File: config.mk
export PLATFORM = sky130hd
export DESIGN_NAME = haar_database_streamer
export DESIGN_NICKNAME = d
export VERILOG_FILES = /design/src/rtl/haar_database_streamer.sv
export SDC_FILE = /design/constraint.sdc
export NUM_CORES = 1
export LEC_CHECK = 0
export ABC_AREA = 1
export BUFFER_PORTS_ARGS = -buffer_cell sky130_fd_sc_hd__clkbuf_2
export CORE_AREA = 2 2 175 108
export DETAILED_ROUTE_END_ITERATION = 6
export DIE_AREA = 0 0 177 110
export GPL_ROUTABILITY_DRIVEN = 0
export GPL_TIMING_DRIVEN = 1
export PLACE_DENSITY_LB_ADDON = 0.3
export SYNTH_ARGS = -nofsm -noshare
export SYNTH_HDL_FRONTEND = slang
export SYNTH_SLANG_ARGS = --single-unit
File: constraint.sdc
create_clock -name clk -period 1.6 [get_ports clk]
set_clock_uncertainty 0.05 [all_clocks]
set_input_delay 0.48 -clock clk [delete_from_list [all_inputs] [get_ports clk]]
set_output_delay 0.48 -clock clk [all_outputs]
set_load 0.02 [all_outputs]
File: src/rtl/haar_database_streamer.sv
// Streams one cascade stage's Haar database from ROM, tagging each word with tree/classifier/word indices and end markers.
// Latency: start sampled at edge N, first o_valid at edge N+3, then TOTAL_WORDS back-to-back words, end_database one cycle later.
// No backpressure: the consumer takes one word per cycle; i_abort kills the stream immediately, reset wins over everything.
module haar_database_streamer #(
  parameter int DATA_WIDTH_12  = 12,
  parameter int ADDR_WIDTH     = 12,
  parameter int TREE_WORDS     = 18,
  parameter int NUM_TREE       = 3,
  parameter int NUM_CLASSIFIER = 9
) (
  input  logic                     clk,
  input  logic                     reset,
  input  logic                     i_start,
  input  logic                     i_abort,
  input  logic [ADDR_WIDTH-1:0]    i_base_addr,
  output logic [ADDR_WIDTH-1:0]    o_rom_addr,
  input  logic [DATA_WIDTH_12-1:0] i_rom_data,
  output logic [DATA_WIDTH_12-1:0] o_data,
  output logic                     o_valid,
  output logic [DATA_WIDTH_12-1:0] o_index_tree,
  output logic [DATA_WIDTH_12-1:0] o_index_classifier,
  output logic [DATA_WIDTH_12-1:0] o_index_database,
  output logic                     o_end_tree,
  output logic                     o_end_single_classifier,
  output logic                     o_end_all_classifier,
  output logic                     o_end_database,
  output logic                     o_busy
);

  localparam int TOTAL_WORDS = TREE_WORDS * NUM_TREE * NUM_CLASSIFIER;
  localparam logic [DATA_WIDTH_12-1:0] W_LAST = DATA_WIDTH_12'(TREE_WORDS - 1);
  localparam logic [DATA_WIDTH_12-1:0] T_LAST = DATA_WIDTH_12'(NUM_TREE - 1);
  localparam logic [DATA_WIDTH_12-1:0] C_LAST = DATA_WIDTH_12'(NUM_CLASSIFIER - 1);
  localparam logic [DATA_WIDTH_12-1:0] K_LAST = DATA_WIDTH_12'(TOTAL_WORDS - 1);
  localparam logic [DATA_WIDTH_12-1:0] ONE    = DATA_WIDTH_12'(1);
  localparam logic [ADDR_WIDTH-1:0]    A_ONE  = ADDR_WIDTH'(1);

  typedef enum logic [1:0] {IDLE, FETCH, STREAM, FINISH} state_t;

  state_t state;
  state_t state_nxt;

  logic [ADDR_WIDTH-1:0]    addr;      // next ROM address to issue
  logic                     addr_vld;  // o_rom_addr holds a real request
  logic                     data_vld;  // i_rom_data answers a real request
  logic [DATA_WIDTH_12-1:0] w;         // word within tree
  logic [DATA_WIDTH_12-1:0] t;         // tree within classifier
  logic [DATA_WIDTH_12-1:0] c;         // classifier within stage
  logic [DATA_WIDTH_12-1:0] k;         // word within stage
  logic                     take;
  logic                     last;
  logic                     abort;

  // ROM data lags the address by one cycle, so words are captured only once data_vld is up
  assign take  = (state == STREAM) && data_vld;
  assign last  = take && (k == K_LAST);
  assign abort = i_abort && (state != IDLE);

  // state register
  always_ff @(posedge clk) begin
    if (reset) state <= IDLE;
    else       state <= state_nxt;
  end

  // next-state: abort from any busy state returns to IDLE, start only honoured in IDLE
  always_comb begin
    state_nxt = state;
    case (state)
      IDLE:    if (i_start) state_nxt = FETCH;
      FETCH:   state_nxt = abort ? IDLE : STREAM;
      STREAM:  begin
        if (abort)     state_nxt = IDLE;
        else if (last) state_nxt = FINISH;
      end
      FINISH:  state_nxt = IDLE;
      default: state_nxt = IDLE;
    endcase
  end

  // address issue, word capture, counters and markers
  always_ff @(posedge clk) begin
    if (reset || abort) begin
      addr                    <= '0;
      addr_vld                <= 1'b0;
      data_vld                <= 1'b0;
      w                       <= '0;
      t                       <= '0;
      c                       <= '0;
      k                       <= '0;
      o_rom_addr              <= '0;
      o_data                  <= '0;
      o_valid                 <= 1'b0;
      o_index_tree            <= '0;
      o_index_classifier      <= '0;
      o_index_database        <= '0;
      o_end_tree              <= 1'b0;
      o_end_single_classifier <= 1'b0;
      o_end_all_classifier    <= 1'b0;
      o_end_database          <= 1'b0;
      o_busy                  <= 1'b0;
    end else begin
      o_end_database <= 1'b0;
      case (state)
        IDLE: begin
          if (i_start) begin
            addr   <= i_base_addr;
            o_busy <= 1'b1;
            w      <= '0;
            t      <= '0;
            c      <= '0;
            k      <= '0;
          end
        end
        FETCH: begin
          o_rom_addr <= addr;
          addr       <= addr + A_ONE;
          addr_vld   <= 1'b1;
        end
        STREAM: begin
          o_rom_addr <= addr;
          addr       <= addr + A_ONE;
          data_vld   <= addr_vld;
          if (take) begin
            o_valid                 <= 1'b1;
            o_data                  <= i_rom_data;
            o_index_tree            <= t;
            o_index_classifier      <= c;
            o_index_database        <= k;
            o_end_tree              <= (w == W_LAST);
            o_end_single_classifier <= (w == W_LAST) && (t == T_LAST);
            o_end_all_classifier    <= (w == W_LAST) && (t == T_LAST) && (c == C_LAST);
            k                       <= k + ONE;
            if (w == W_LAST) begin
              w <= '0;
              if (t == T_LAST) begin
                t <= '0;
                c <= c + ONE;
              end else begin
                t <= t + ONE;
              end
            end else begin
              w <= w + ONE;
            end
          end
        end
        FINISH: begin
          addr_vld                <= 1'b0;
          data_vld                <= 1'b0;
          o_data                  <= '0;
          o_valid                 <= 1'b0;
          o_index_tree            <= '0;
          o_index_classifier      <= '0;
          o_index_database        <= '0;
          o_end_tree              <= 1'b0;
          o_end_single_classifier <= 1'b0;
          o_end_all_classifier    <= 1'b0;
          o_end_database          <= 1'b1;
          o_busy                  <= 1'b0;
        end
        default: ;
      endcase
    end
  end

endmodule

# --- Yosys cells after proc, flatten, opt, wreduce, memory -nomap -nowiden ---
# Cells that the tools add are included.
totals:
  word_cells: 99
  inputBits: 28
  ff_bits: 130
classes:
  muxes: 42
  eq_ne: 12
  n_addsub: 5
  n_reduce_logical: 21
op_table:
  columns: ["cell", "count"]
  rows:
  - ["12-bit one-hot mux with 2 select lines", 9]
  - ["12-bit two-way mux", 15]
  - ["12-bit by 1-bit adder with 12-bit output (second input constant)", 5]
  - ["1-bit one-hot mux with 2 select lines", 7]
  - ["12-bit by 2-bit == test with 1-bit output (second input constant)", 1]
  - ["12-bit by 4-bit == test with 1-bit output (second input constant)", 1]
  - ["12-bit by 5-bit == test with 1-bit output (second input constant)", 1]
  - ["12-bit by 9-bit == test with 1-bit output (second input constant)", 1]
  - ["2-bit nonzero test", 6]
  - ["2-bit two-way mux", 4]
  - ["2-bit one-hot mux with 4 select lines", 1]
  - ["2-bit AND reduction", 4]
  - ["1-bit two-way mux", 6]
  - ["1-bit logical AND", 5]
  - ["5-bit AND reduction", 1]
  - ["2-bit == test (second input constant)", 2]
  - ["2-bit by 1-bit inequality test with 1-bit output (second input constant)", 2]
  - ["2-bit inequality test (second input constant)", 2]
  - ["4-bit AND reduction", 1]
  - ["3-bit inequality test (second input constant)", 1]
  - ["3-bit AND reduction", 1]
  - ["2-bit by 1-bit == test with 1-bit output (second input constant)", 1]
  - ["2-bit logical NOT", 1]
  - ["2-bit OR reduction", 1]
  - ["1-bit logical OR", 1]

# --- Longest topological paths before layout ---
depth:
  ltp_word: 6
  depth_mapped: 12
  depth_no_buf: 11

# --- Least setup slack after synthesis ---
# No wires, ideal clock.
synth_path:
  kind: "register -> register"
  startpoint: "reg state[0]"
  endpoint: "reg c[10]"
  path_stages_with_launch: 11
  arrival_ns: 1.554
  synth_period_minus_slack_ns: 1.716
  setup_ns: 0.113
  required_time_ns: 1.437
  path_slack_ns: -0.116
  path_cell_list: "dfxtp_1 > inv_1 > ha_1 > buf_4 > nand2_4 > nand2_4 > nor2_8 > nand3_4 > buf_4 > nor2_1 > nor2_1"
synth_via:
  elab_chain_cells: 4
synth_lines:
  columns: ["element", "line_no", "text"]
  rows:
  - ["start, declared", "40", "state_t state;"]
  - ["start signal, assigned", "62", "else state <= state_nxt;"]
  - ["2-bit == test", "55, 103", null]
  - ["1-bit logical AND", "55", "assign take = (state == STREAM) && data_vld;"]
  - ["2-bit inequality test (no source line)", null, null]
  - ["5-bit AND reduction (no source line)", null, null]
  - ["end signal, assigned", "137", "c <= c + ONE;"]
  - ["end, declared", "48", "logic [DATA_WIDTH_12-1:0] c;"]
# Parallel ways exist; a longest one is shown, timed or not.
# A chain may end at the register's enable or synchronous reset.

# --- Worst setup path after layout ---
layout_path:
  startpoint: "reg state[1]"
  endpoint: "reg t[0]"
layout_via:
  elab_chain_cells: 4
layout_lines:
  columns: ["element", "line_no", "text"]
  rows:
  - ["2-bit == test", "55, 103", null]
  - ["1-bit logical AND", "55", null]
  - ["2-bit inequality test (no source line)", null, null]
  - ["4-bit AND reduction (no source line)", null, null]
  - ["end signal, assigned", "139", "t <= t + ONE;"]
  - ["end, declared", "47", "logic [DATA_WIDTH_12-1:0] t;"]
# Parallel ways exist; a longest one is shown, timed or not.

==> results.py <==
metrics = {
    "floorplanning": {
        "start_util_pct": 34.69,
        "io_pins": 94,
        "die_w_microns": 177,
        "dieArea_sq_mm": 0.01947,
        "core_area_sq_mm": 0.01783,
        "chipHeight_microns": 110,
        "rows": 38,
    },
    "pwr": {
        "pwr-share-seq_pct": 25.4,
        "power.leakage_nw": 3.960,
        "cellPowerDensity_mw_per_mm2": 1562,
        "p_clk_share_pct": 26.9,
        "power.switching_mw": 5.576,
        "swShare_pct": 37.26,
        "power_mw": 14.96,
        "p_int_mw": 9.387,
        "peakVddDrop_mv": 0.7114,
        "pwr-share-comb_pct": 47.7,
    },
    "cts": {
        "hold_buffers": 0,
        "cts-root-buf": "clkbuf_16",
        "clk_pin_slew_ps": 60,
        "cts_tree": "built",
        "numCtsBuffers": 17,
        "clock-sinks": 130,
        "cts.htree.levels": 4,
        "cts_max_path_buffers": 2,
        "insertion_delay_ps": 420,
    },
    "sta": {
        "rsz0062_at_grt": "yes",
        "finalHoldViolCount": 0,
        "setup_viol": 113,
        "min_period_over_period_pct": 108.2,
        "worst_slew_pin_slew_ps": 420.2,
        "relSlewSlack_pct": 71.77,
        "slew_violations": 0,
        "final.min_clock_period_ps": 1731,
        "setup_slack_ps": -130.7,
        "fin_setup_tns_ps": -5839,
        "fmax_mhz": 577.8,
        "hold_ws_ps": 244.7,
    },
    "worst_setup_path": {
        "r2r_start": "state[1]$_SDFFE_PP0P_",
        "required_ps": 1900,
        "cp_slowest_cell": "dfxtp_4",
        "r2r_slack_ps": -130,
        "reg2reg_depth": 10,
        "crit_path_max_incr_delay_ps": 360,
        "cp.arrival_ps": 2040,
        "cp-end-kind": "register",
        "critPathMaxFanout": 8,
        "crit_chain": "inv_4 > ha_4 > nor2_4 > nand3b_4 > a21oi_4 > clkbuf_16 > nand2_1 > nand2_1 > nand2_1 > inv_1",
        "worst_setup_path_start_kind": "register",
        "r2r_end": "t[0]$_SDFFE_PP0P_",
        "crit_top_cell": "nand2_1",
        "critical_path_class": "register to register",
    },
    "global_route": {
        "grt_pass1_wl_microns": 30240,
        "overflow": 0,
        "grt_usage_pct": 19.59,
        "antenna_found_initial": 0,
        "grt_pass1_vias": 5974,
        "grt_start_max_net_pins": 51,
    },
    "synthesis": {
        "synth.largest_area_cell": "dfxtp_1",
        "ys.flop_type": "dfxtp_1",
        "synthXorXnorAreaFrac_pct": 0.5663,
        "syn_avg_cell_area_sq_um": 6.813,
        "synth_most_common_cell": "nand2_1",
        "yosysSeqAreaShare_pct": 42.07,
        "synth_top_cells_by_count": "282 x nand2_1, 130 x dfxtp_1, 111 x a21oi_1",
        "ys_types": 39,
        "synth_warnings": 0,
        "synthSimpleGateAreaFrac_pct": 33.27,
        "synthCells": 908,
        "synth_top_family_by_area": "simple AND/OR/NAND/NOR gates",
        "async_reset_ff_share_pct": 0,
        "ys_ff_latch": 130,
        "synthTopCellsByArea": "dfxtp_1 42%, nand2_1 17%, a21oi_1 9.0%",
        "synth-edff-count": 0,
        "synth-compound-area-share_pct": 13.13,
        "syn_area_sq_mm": 0.006186,
        "synth_fp_nets": 949,
        "synth_top_area_share_pct": 42.07,
        "synthAdderAreaFrac_pct": 2.629,
        "synthMuxAreaShare_pct": 0,
    },
    "routing": {
        "ant_nets": 0,
        "drc": 0,
        "vias_per_cell": 4.873,
        "routed_wl_microns": 21190,
        "vias": 6735,
        "drt-initial-drc-count": 450,
        "firstDrtPassIters": 5,
        "avgRoutedWirePerCell_microns": 15.33,
    },
    "cells_and_area": {
        "area_delta_synth_final_pct": 54.81,
        "final_nets": 1169,
        "layout-drive-gt1-share_pct": 36.90,
    },
    "worst_hold_path": {
        "worstHoldPathType": "input port to register",
        "min_from": "i_rom_data[4]",
        "hold-path-cell-count": 3,
        "min_delay_worst_endpoint": "o_data[4]$_SDFFE_PP0P_",
    },
    "outcome": {
        "status": "complete, but fails checks",
        "violations": "setup timing",
    },
    "place": {
        "hpwl_microns": 12230,
        "port_buffers": 93,
    },
    "run": {
        "maxCapViolCount": 0,
    },
}
flip-flops by register name, summed over array words and instances, names as in the netlist:
signal and count:
o_valid 1, o_rom_addr 12, k 12, state 2, o_data 12, addr 12, o_end_database 1, addr_vld 1
data_vld 1, o_end_all_classifier 1, o_index_database 12, o_end_single_classifier 1, o_index_tree 12, o_index_classifier 12, o_end_tree 1, o_busy 1
c 12, t 12, w 12
worst max-delay path by stage:
stage,start,to,slack [ps],cells past startpoint
6_report,state[1]$_SDFFE_PP0P_,t[0]$_SDFFE_PP0P_,-130,10
5_1_grt,w[10]$_SDFFE_PP0P_,t[0]$_SDFFE_PP0P_,-190,11
4_1_cts,state[1]$_SDFFE_PP0P_,w[9]$_SDFFE_PP0P_,-40,8
3_5_place_dp,state[1]$_SDFFE_PP0P_,k[3]$_SDFFE_PP0P_,-180,8
3_3_place_gp,state[0]$_SDFFE_PP0P_,o_end_all_classifier$_SDFFE_PP0P_,-120,8
2_1_floorplan,state[1]$_SDFFE_PP0P_,c[2]$_SDFFE_PP0P_,-30,9
metal layers:
| layer | vias to the layer above | routed length (microns) | track usage [%] |
|---|---|---|---|
| li1 | 3388 | - | - |
| met1 | 3114 | 10550 | 28.95 |
| met5 | - | 0 | 0 |
| met3 | 9 | 1429 | 4.012 |
| met4 | 0 | 117 | 5.018 |
| met2 | 224 | 9094 | 28.85 |
layout by cell type, fill, tap and decap left out, drive strengths merged:
cell	instances
a211oi	1
a21oi	112
a311oi	1
a31oi	3
buf	132
bufinv	3
clkbuf	125
clkinv	5
clkinvlp	2
dfxtp	130
diode	1
ha	13
inv	90
nand2	289
nand3	55
nand3b	2
nand4	14
nor2	99
nor3	20
nor3b	3
nor4	1
o211ai	4
o21ai	31
o21bai	1
or2	1
xnor2	1
xor2	3
critical path: cells and delay by family (launching register included):
family | cells | cell delay (ps)
and+or+nand+nor | 5 | 460
DFF | 1 | 360
buffers and inverters | 3 | 330
AOI/OAI and AO/OA | 1 | 270
adders and majority gates | 1 | 190
cells by family (layout without fill, tap and decap cells):
| logic type | after synthesis | count (layout) |
|---|---|---|
| flip-flops | 130 | 130 |
| XOR/XNOR | 4 | 4 |
| AO/OA/AOI/OAI | 152 | 153 |
| adder cells (fa/ha/maj) | 13 | 13 |
| other | 0 | 1 |
| buffers and inverters | 125 | 357 |
| AND/OR/NAND/NOR | 484 | 484 |
power groups by stage:
stage / combinational [mW] / sequential, mW / clock (mW)
finish: 7.14 / 3.79 / 4.03
global route: 7.63 / 3.84 / 4.21
CTS: 5.59 / 3.75 / 4.08
detailed placement: 4.82 / 3.80 / 0
global placement: 4.78 / 3.80 / 0
floorplan: 2.75 / 3.86 / 0
repair_timing:
action                                  CTS  global route
hold endpoints to repair                  0             0
setup buffers                             4            23
resized for setup                        48           161
cloned                                    5            10
pin swaps                                12            29
endpoints found under the setup margin  125           114
final cells by class:
| class | count | area, sq um |
|---|---|---|
| Fill cell | 1695 | 8253 |
| Multi-Input combinational cell | 654 | 3709 |
| Sequential cell | 130 | 2619 |
| Timing Repair Buffer | 234 | 1988 |
| Clock buffer | 23 | 467.9 |
| Inverter | 90 | 352.8 |
| Tap cell | 240 | 300.3 |
| Clock inverter | 9 | 130.1 |
| Timing Repair inverter | 1 | 7.507 |
| Antenna cell | 1 | 2.502 |
per-stage QoR:
step           worst slack, ps  util, %  instances  instance area, sq um
2_1_floorplan           -29.85        -        908                  6227
3_3_place_gp            -118.5    43.00       1307                  7667
3_5_place_dp            -183.8    43.00       1307                  7667
4_1_cts                 -36.61    48.14       1348                  8583
5_1_grt                 -192.4    53.70       1381                  9574
6_report                -130.7    53.71       1382                  9577
Power figures use the tool's default switching activity.
